## src/rtl/seg7_pkg.sv

```systemverilog
// Shared types and constants for the 7-segment scan controller.
// Segment codes are {g,f,e,d,c,b,a}, active-high.
package seg7_pkg;

    typedef enum logic [1:0] {
        IDLE  = 2'd0,
        BLANK = 2'd1,
        SHOW  = 2'd2
    } state_t;

    localparam logic [6:0] SEG_BLANK = 7'h00;

    // Entry n is the code for hex digit n (index 15 listed first).
    localparam logic [15:0][6:0] SEG_TABLE = {
        7'h71, 7'h79, 7'h5E, 7'h39, 7'h7C, 7'h77, 7'h6F, 7'h7F,
        7'h07, 7'h7D, 7'h6D, 7'h66, 7'h4F, 7'h5B, 7'h06, 7'h3F
    };

endpackage

```

## src/rtl/seg7_decoder.sv

```systemverilog
// Combinational hex nibble to 7-segment code lookup.
module seg7_decoder
    import seg7_pkg::*;
(
    input  logic [3:0] i_nibble,
    output logic [6:0] o_seg
);

    assign o_seg = SEG_TABLE[i_nibble];

endmodule

```

## src/rtl/seg7_scan_ctrl.sv

```systemverilog
// Multiplexed common-anode 7-segment scan controller with blanking gaps.
// Optional macro LEADING_ZERO_BLANK_EN suppresses leading zero digits (digit 0 always shown).
module seg7_scan_ctrl
    import seg7_pkg::*;
#(
    parameter int NUM_DIGITS   = 4,
    parameter int ON_CYCLES    = 1000,
    parameter int BLANK_CYCLES = 8
) (
    input  logic                    clk,
    input  logic                    rst_n,
    input  logic                    enable,
    input  logic                    load,
    input  logic [4*NUM_DIGITS-1:0] digits_in,
    input  logic [NUM_DIGITS-1:0]   dp_in,
    output logic [6:0]              seg,
    output logic                    dp,
    output logic [NUM_DIGITS-1:0]   an,
    output logic                    frame_done
);

    localparam int IW      = $clog2(NUM_DIGITS);
    localparam int CNT_MAX = (ON_CYCLES > BLANK_CYCLES) ? ON_CYCLES : BLANK_CYCLES;
    localparam int CW      = $clog2(CNT_MAX + 1);
    localparam int PW      = 5 * NUM_DIGITS;

    localparam logic [CW-1:0] BLANK_LAST = CW'(BLANK_CYCLES - 1);
    localparam logic [CW-1:0] ON_LAST    = CW'(ON_CYCLES - 1);
    localparam logic [IW-1:0] IDX_LAST   = IW'(NUM_DIGITS - 1);

    state_t                r_state;
    logic [CW-1:0]         r_cnt;
    logic [IW-1:0]         r_idx;
    logic [PW-1:0]         r_pending;
    logic [PW-1:0]         r_active;
    logic [6:0]            r_seg;
    logic                  r_dp;
    logic [NUM_DIGITS-1:0] r_an;
    logic                  r_frame_done;

    logic [PW-1:0]         w_load_val;
    logic [PW-1:0]         w_next_active;
    logic [3:0]            w_nibble;
    logic                  w_dp_cur;
    logic [6:0]            w_seg_dec;
    logic [6:0]            w_seg_show;
    logic                  w_suppress;
    logic [NUM_DIGITS-1:0] w_an_sel;

    // Packed layout: nibbles in the upper 4*N bits, decimal points in the low N bits.
    assign w_load_val    = {digits_in, dp_in};
    assign w_next_active = load ? w_load_val : r_pending;

    assign w_nibble = r_active[NUM_DIGITS + 4*int'(r_idx) +: 4];
    assign w_dp_cur = r_active[r_idx];
    assign w_an_sel = ~({{(NUM_DIGITS-1){1'b0}}, 1'b1} << r_idx);

    seg7_decoder u_decoder (
        .i_nibble (w_nibble),
        .o_seg    (w_seg_dec)
    );

    always_comb begin
        w_suppress = 1'b0;
`ifdef LEADING_ZERO_BLANK_EN
        w_suppress = (r_idx != '0);
        for (int j = 0; j < NUM_DIGITS; j++) begin
            if (j >= int'(r_idx) && r_active[NUM_DIGITS + 4*j +: 4] != 4'h0)
                w_suppress = 1'b0;
        end
`endif
    end

    assign w_seg_show = w_suppress ? SEG_BLANK : w_seg_dec;

    always_ff @(posedge clk or negedge rst_n) begin
        if (!rst_n) begin
            r_state      <= IDLE;
            r_cnt        <= '0;
            r_idx        <= '0;
            r_pending    <= '0;
            r_active     <= '0;
            r_seg        <= SEG_BLANK;
            r_dp         <= 1'b0;
            r_an         <= '1;
            r_frame_done <= 1'b0;
        end else begin
            r_frame_done <= 1'b0;
            if (load)
                r_pending <= w_load_val;

            if (!enable) begin
                r_state <= IDLE;
                r_cnt   <= '0;
                r_idx   <= '0;
                r_seg   <= SEG_BLANK;
                r_dp    <= 1'b0;
                r_an    <= '1;
            end else begin
                case (r_state)
                    IDLE: begin
                        r_state  <= BLANK;
                        r_cnt    <= '0;
                        r_idx    <= '0;
                        r_active <= w_next_active;
                        r_seg    <= SEG_BLANK;
                        r_dp     <= 1'b0;
                        r_an     <= '1;
                    end
                    BLANK: begin
                        if (r_cnt == BLANK_LAST) begin
                            // Segments, dp and anode switch together on this edge.
                            r_state <= SHOW;
                            r_cnt   <= '0;
                            r_an    <= w_an_sel;
                            r_seg   <= w_seg_show;
                            r_dp    <= w_dp_cur;
                        end else begin
                            r_cnt <= r_cnt + CW'(1);
                        end
                    end
                    SHOW: begin
                        if (r_cnt == ON_LAST) begin
                            r_state <= BLANK;
                            r_cnt   <= '0;
                            r_an    <= '1;
                            r_seg   <= SEG_BLANK;
                            r_dp    <= 1'b0;
                            if (r_idx == IDX_LAST) begin
                                r_idx        <= '0;
                                r_frame_done <= 1'b1;
                                r_active     <= w_next_active;
                            end else begin
                                r_idx <= r_idx + IW'(1);
                            end
                        end else begin
                            r_cnt <= r_cnt + CW'(1);
                        end
                    end
                    default: begin
                        r_state <= IDLE;
                        r_cnt   <= '0;
                        r_idx   <= '0;
                        r_seg   <= SEG_BLANK;
                        r_dp    <= 1'b0;
                        r_an    <= '1;
                    end
                endcase
            end
        end
    end

    assign seg        = r_seg;
    assign dp         = r_dp;
    assign an         = r_an;
    assign frame_done = r_frame_done;

endmodule

```

## config.mk

```make
export PLATFORM = sky130hd
export DESIGN_NAME = seg7_scan_ctrl
export DESIGN_NICKNAME = d
export VERILOG_FILES = /design/src/rtl/seg7_pkg.sv /design/src/rtl/seg7_decoder.sv /design/src/rtl/seg7_scan_ctrl.sv
export SDC_FILE = /design/constraint.sdc
export NUM_CORES = 1
export LEC_CHECK = 0
export ABC_AREA = 0
export CAP_MARGIN = 20
export CORE_ASPECT_RATIO = 0.9
export CORE_MARGIN = 3
export CORE_UTILIZATION = 42
export CTS_CLUSTER_DIAMETER = 200
export DETAILED_ROUTE_END_ITERATION = 16
export SLEW_MARGIN = 15
export SYNTH_ARGS = -nofsm -noshare
export SYNTH_HDL_FRONTEND = slang
export SYNTH_SLANG_ARGS = --single-unit
```

## constraint.sdc

```tcl
create_clock -name clk -period 2.8 [get_ports clk]
set_clock_uncertainty 0.05 [all_clocks]
set_input_delay 0.28 -clock clk [delete_from_list [all_inputs] [get_ports clk]]
set_output_delay 0.28 -clock clk [all_outputs]
set_load 0.1 [all_outputs]
```

==> flow_metrics.tcl <==
set metrics [dict create \
    outcome "completed" \
    total_power_mw 3.208 \
    synth_ff_type "dfrtp_1" \
    syn_to_final_growth_pct 19.64 \
    fin_crit_ps 2303 \
    gp_congestion 0.7921 \
    final_antenna_net_count 0 \
    layout.cells.most_common_list "dfrtp_1 (63), mux2_2 (40), clkdlybuf4s50_1 (22), buf_4 (20), nor2_1 (17)" \
    crit_chain "ha_1, nand4bb_1, o31a_1, or4_1, a21boi_1" \
    syn_area_um2 3319 \
    synth-seq-area-share_pct 50.66 \
    vdd_drop_max_v 0.0003393 \
    drt_iter0_drc 62 \
    fin_area_um2 3971 \
    synthesis.nets 311 \
    synth_seq_cells 67 \
    drt-total-wl_um 6146 \
    finalNonFillerCells 414 \
    tritoncts "built" \
    hp-class "reg2reg" \
    critPathMaxStageDelay_ps 570 \
    post-cts-setup-buffers 0 \
    whs_path_depth 1 \
    htree_num_levels 3 \
    worst_slack_ps 497.2 \
    fp.dieH_um 90.34 \
    slowest_stage "or4_1" \
    worstSetupPathType "reg2reg" \
    syn_inst 272 \
    timing.hold.ws_ps 408.8 \
    cts-root-buf "clkbuf_8" \
    cp.required_ps 3020 \
    postCtsResizedCells 0 \
    num_vias 2178 \
    overflow 0 \
    fin_util_pct 52.12 \
    grt_max_degree 42 \
    end_kind "flop" \
    hold_end "r_cnt[0]$_DFF_PN0_" \
    hp-start "r_cnt[0]$_DFF_PN0_" \
    fin_crit_sh_pct 82.24 \
    r2r_slack_ps 500 \
    antenna_cells 0 \
    p_leak_nw 1.625 \
    drc 0 \
    die_area_um2 9008 \
    synth_enable_flop_cells 0 \
    cap_violations 0 \
    tns_ps 0 \
    die_x_um 99.71 \
    reg2reg_depth 5 \
    initial_utilization_pct 43.56 \
    hpwl_um 4366 \
    drtPass1Iterations 4 \
    viasPerCell 5.261 \
    worst_pin_slew_ps 659.4 \
    port_buffers 36 \
    worstSetupStartpointType "flop" \
    drive_gt1_share_pct 28.93 \
    dp.cells 397 \
    p_per_area_nw_per_um2 807.9 \
    wire_per_inst_um 14.85 \
    antenna_found_initial 0 \
    place_ws_ps 534.9 \
    hold_violations 0 \
    mostFrequentLayoutCell "dfrtp_1" \
    r2r-end "r_state[0]$_DFFE_PN0P_" \
    clk_latency_ps 340 \
    synth_area_per_cell_um2 12.20 \
    grt_util_all_layers_pct 14.85 \
    crit_fanout 14 \
    arrival_ps 2520 \
    synthArstFlopShare_pct 100.0 \
    r2r-start "r_cnt[0]$_DFF_PN0_" \
    fin_nets 352 \
    clock-sinks 67 \
    grt_pass1_wl_um 10610 \
    slew-limit-headroom_pct 56.04 \
    ios 37 \
    timing_max_transition_violations_final 0 \
    placed_cell_area_um2 3775 \
    synth_warnings 0 \
    cts_inserted_buffers 9 \
    max_freq_mhz 434.3 \
    final-setup-viol-count 0 \
    grt_pass1_vias 2185 \
    cts_buffer_depth 2 \
    yosysUniqueCellTypes 36 \
    row_count 30 \
    core-area_um2 7620 \
    rsz0062_at_grt "no" \
    clk_pin_slew_ps 70 \
]
-- layout make-up --
type | count | area [µm²]
Fill cell | 688 | 3649
Timing Repair Buffer | 45 | 405.4
Clock inverter | 6 | 48.80
Tap cell | 96 | 120.1
Clock buffer | 10 | 137.6
Inverter | 8 | 30.03
Multi-Input combinational cell | 182 | 1548
Sequential cell | 67 | 1682
-- worst max-delay path by stage --
stage / start / end / slack, ps / cells after the start
floorplan: r_idx[0]$_DFFE_PN0P_ / seg[3]$_DFFE_PN0P_ / 820 / 8
global placement: r_cnt[0]$_DFF_PN0_ / r_state[0]$_DFFE_PN0P_ / 600 / 5
detailed placement: r_cnt[0]$_DFF_PN0_ / r_state[0]$_DFFE_PN0P_ / 530 / 5
CTS: r_cnt[0]$_DFF_PN0_ / r_state[0]$_DFFE_PN0P_ / 520 / 5
global route: r_cnt[0]$_DFF_PN0_ / r_state[0]$_DFFE_PN0P_ / 350 / 5
finish: r_cnt[0]$_DFF_PN0_ / r_state[0]$_DFFE_PN0P_ / 500 / 5
-- routing by layer --
layer	track usage, %	share of wire (%)	vias up
li1	-	-	1053
met1	19.45	48	1082
met2	23.28	47	38
met3	5.483	4.4	5
met4	3.754	0.91	0
met5	0	0	-
-- cells by family (layout without fill, tap and decap cells) --
| family | Yosys count | count (layout) | synth area share, % |
|---|---|---|---|
| adders and majority gates | 15 | 15 | 5.654 |
| DFF | 67 | 67 | 50.66 |
| and+or+nand+nor | 69 | 69 | 11.12 |
| AOI/OAI and AO/OA | 35 | 35 | 7.538 |
| buffers and inverters | 23 | 69 | 2.714 |
| xor gates and xnor gates | 12 | 12 | 3.166 |
| muxes | 51 | 51 | 19.15 |
-- synthesized netlist by cell type (all sizes together), types with 2 or more instances --
library cell	instances	share of area, %
mux2i	5	1.5
o211ai	4	1.1
mux2	40	14
nand4	5	0.94
xnor2	10	2.6
nor2	17	1.9
a21boi	6	1.4
buf	3	0.45
inv	8	0.90
nor3b	3	0.68
mux4	6	4.1
o2bb2ai	4	1.1
dfstp	4	3.2
ha	15	5.7
or4	2	0.57
nor3	7	1.1
clkbuf	12	1.4
o31ai	5	1.4
nand3	9	1.4
nand3b	2	0.45
nor2b	5	0.94
a21oi	4	0.60
o21ai	10	1.5
nand2	10	1.1
xor2	2	0.53
nand4b	3	0.79
dfrtp	63	47
o31a	2	0.53
nor4	3	0.57
-- where the power goes --
part	leakage [nW]	switching, mW	internal (mW)
combinational	0.709	0.590	0.574
sequential	0.830	0.135	1.17
clock	0.0855	0.385	0.352
total	1.62	1.11	2.10
-- critical path, delay by kind of cell, from the launching register on --
kind / cells / cell delay, ps
compound gates: 2 / 680
fa+ha+maj: 1 / 260
flops: 1 / 370
simple gates: 2 / 880
-- flip-flops by register name, summed over array words and instances (netlist names) --
signal / cells
r_active: 20
r_pending: 20
r_cnt: 10
seg: 7
an: 4
r_idx: 2
r_state: 2
dp: 1
frame_done: 1
-- timing repair --
action,in CTS,in global routing
hold buffers,1,0
endpoints found under the setup margin,0,0
hold endpoints to repair,22,0
No activity file was read; power rests on OpenSTA's default activity.
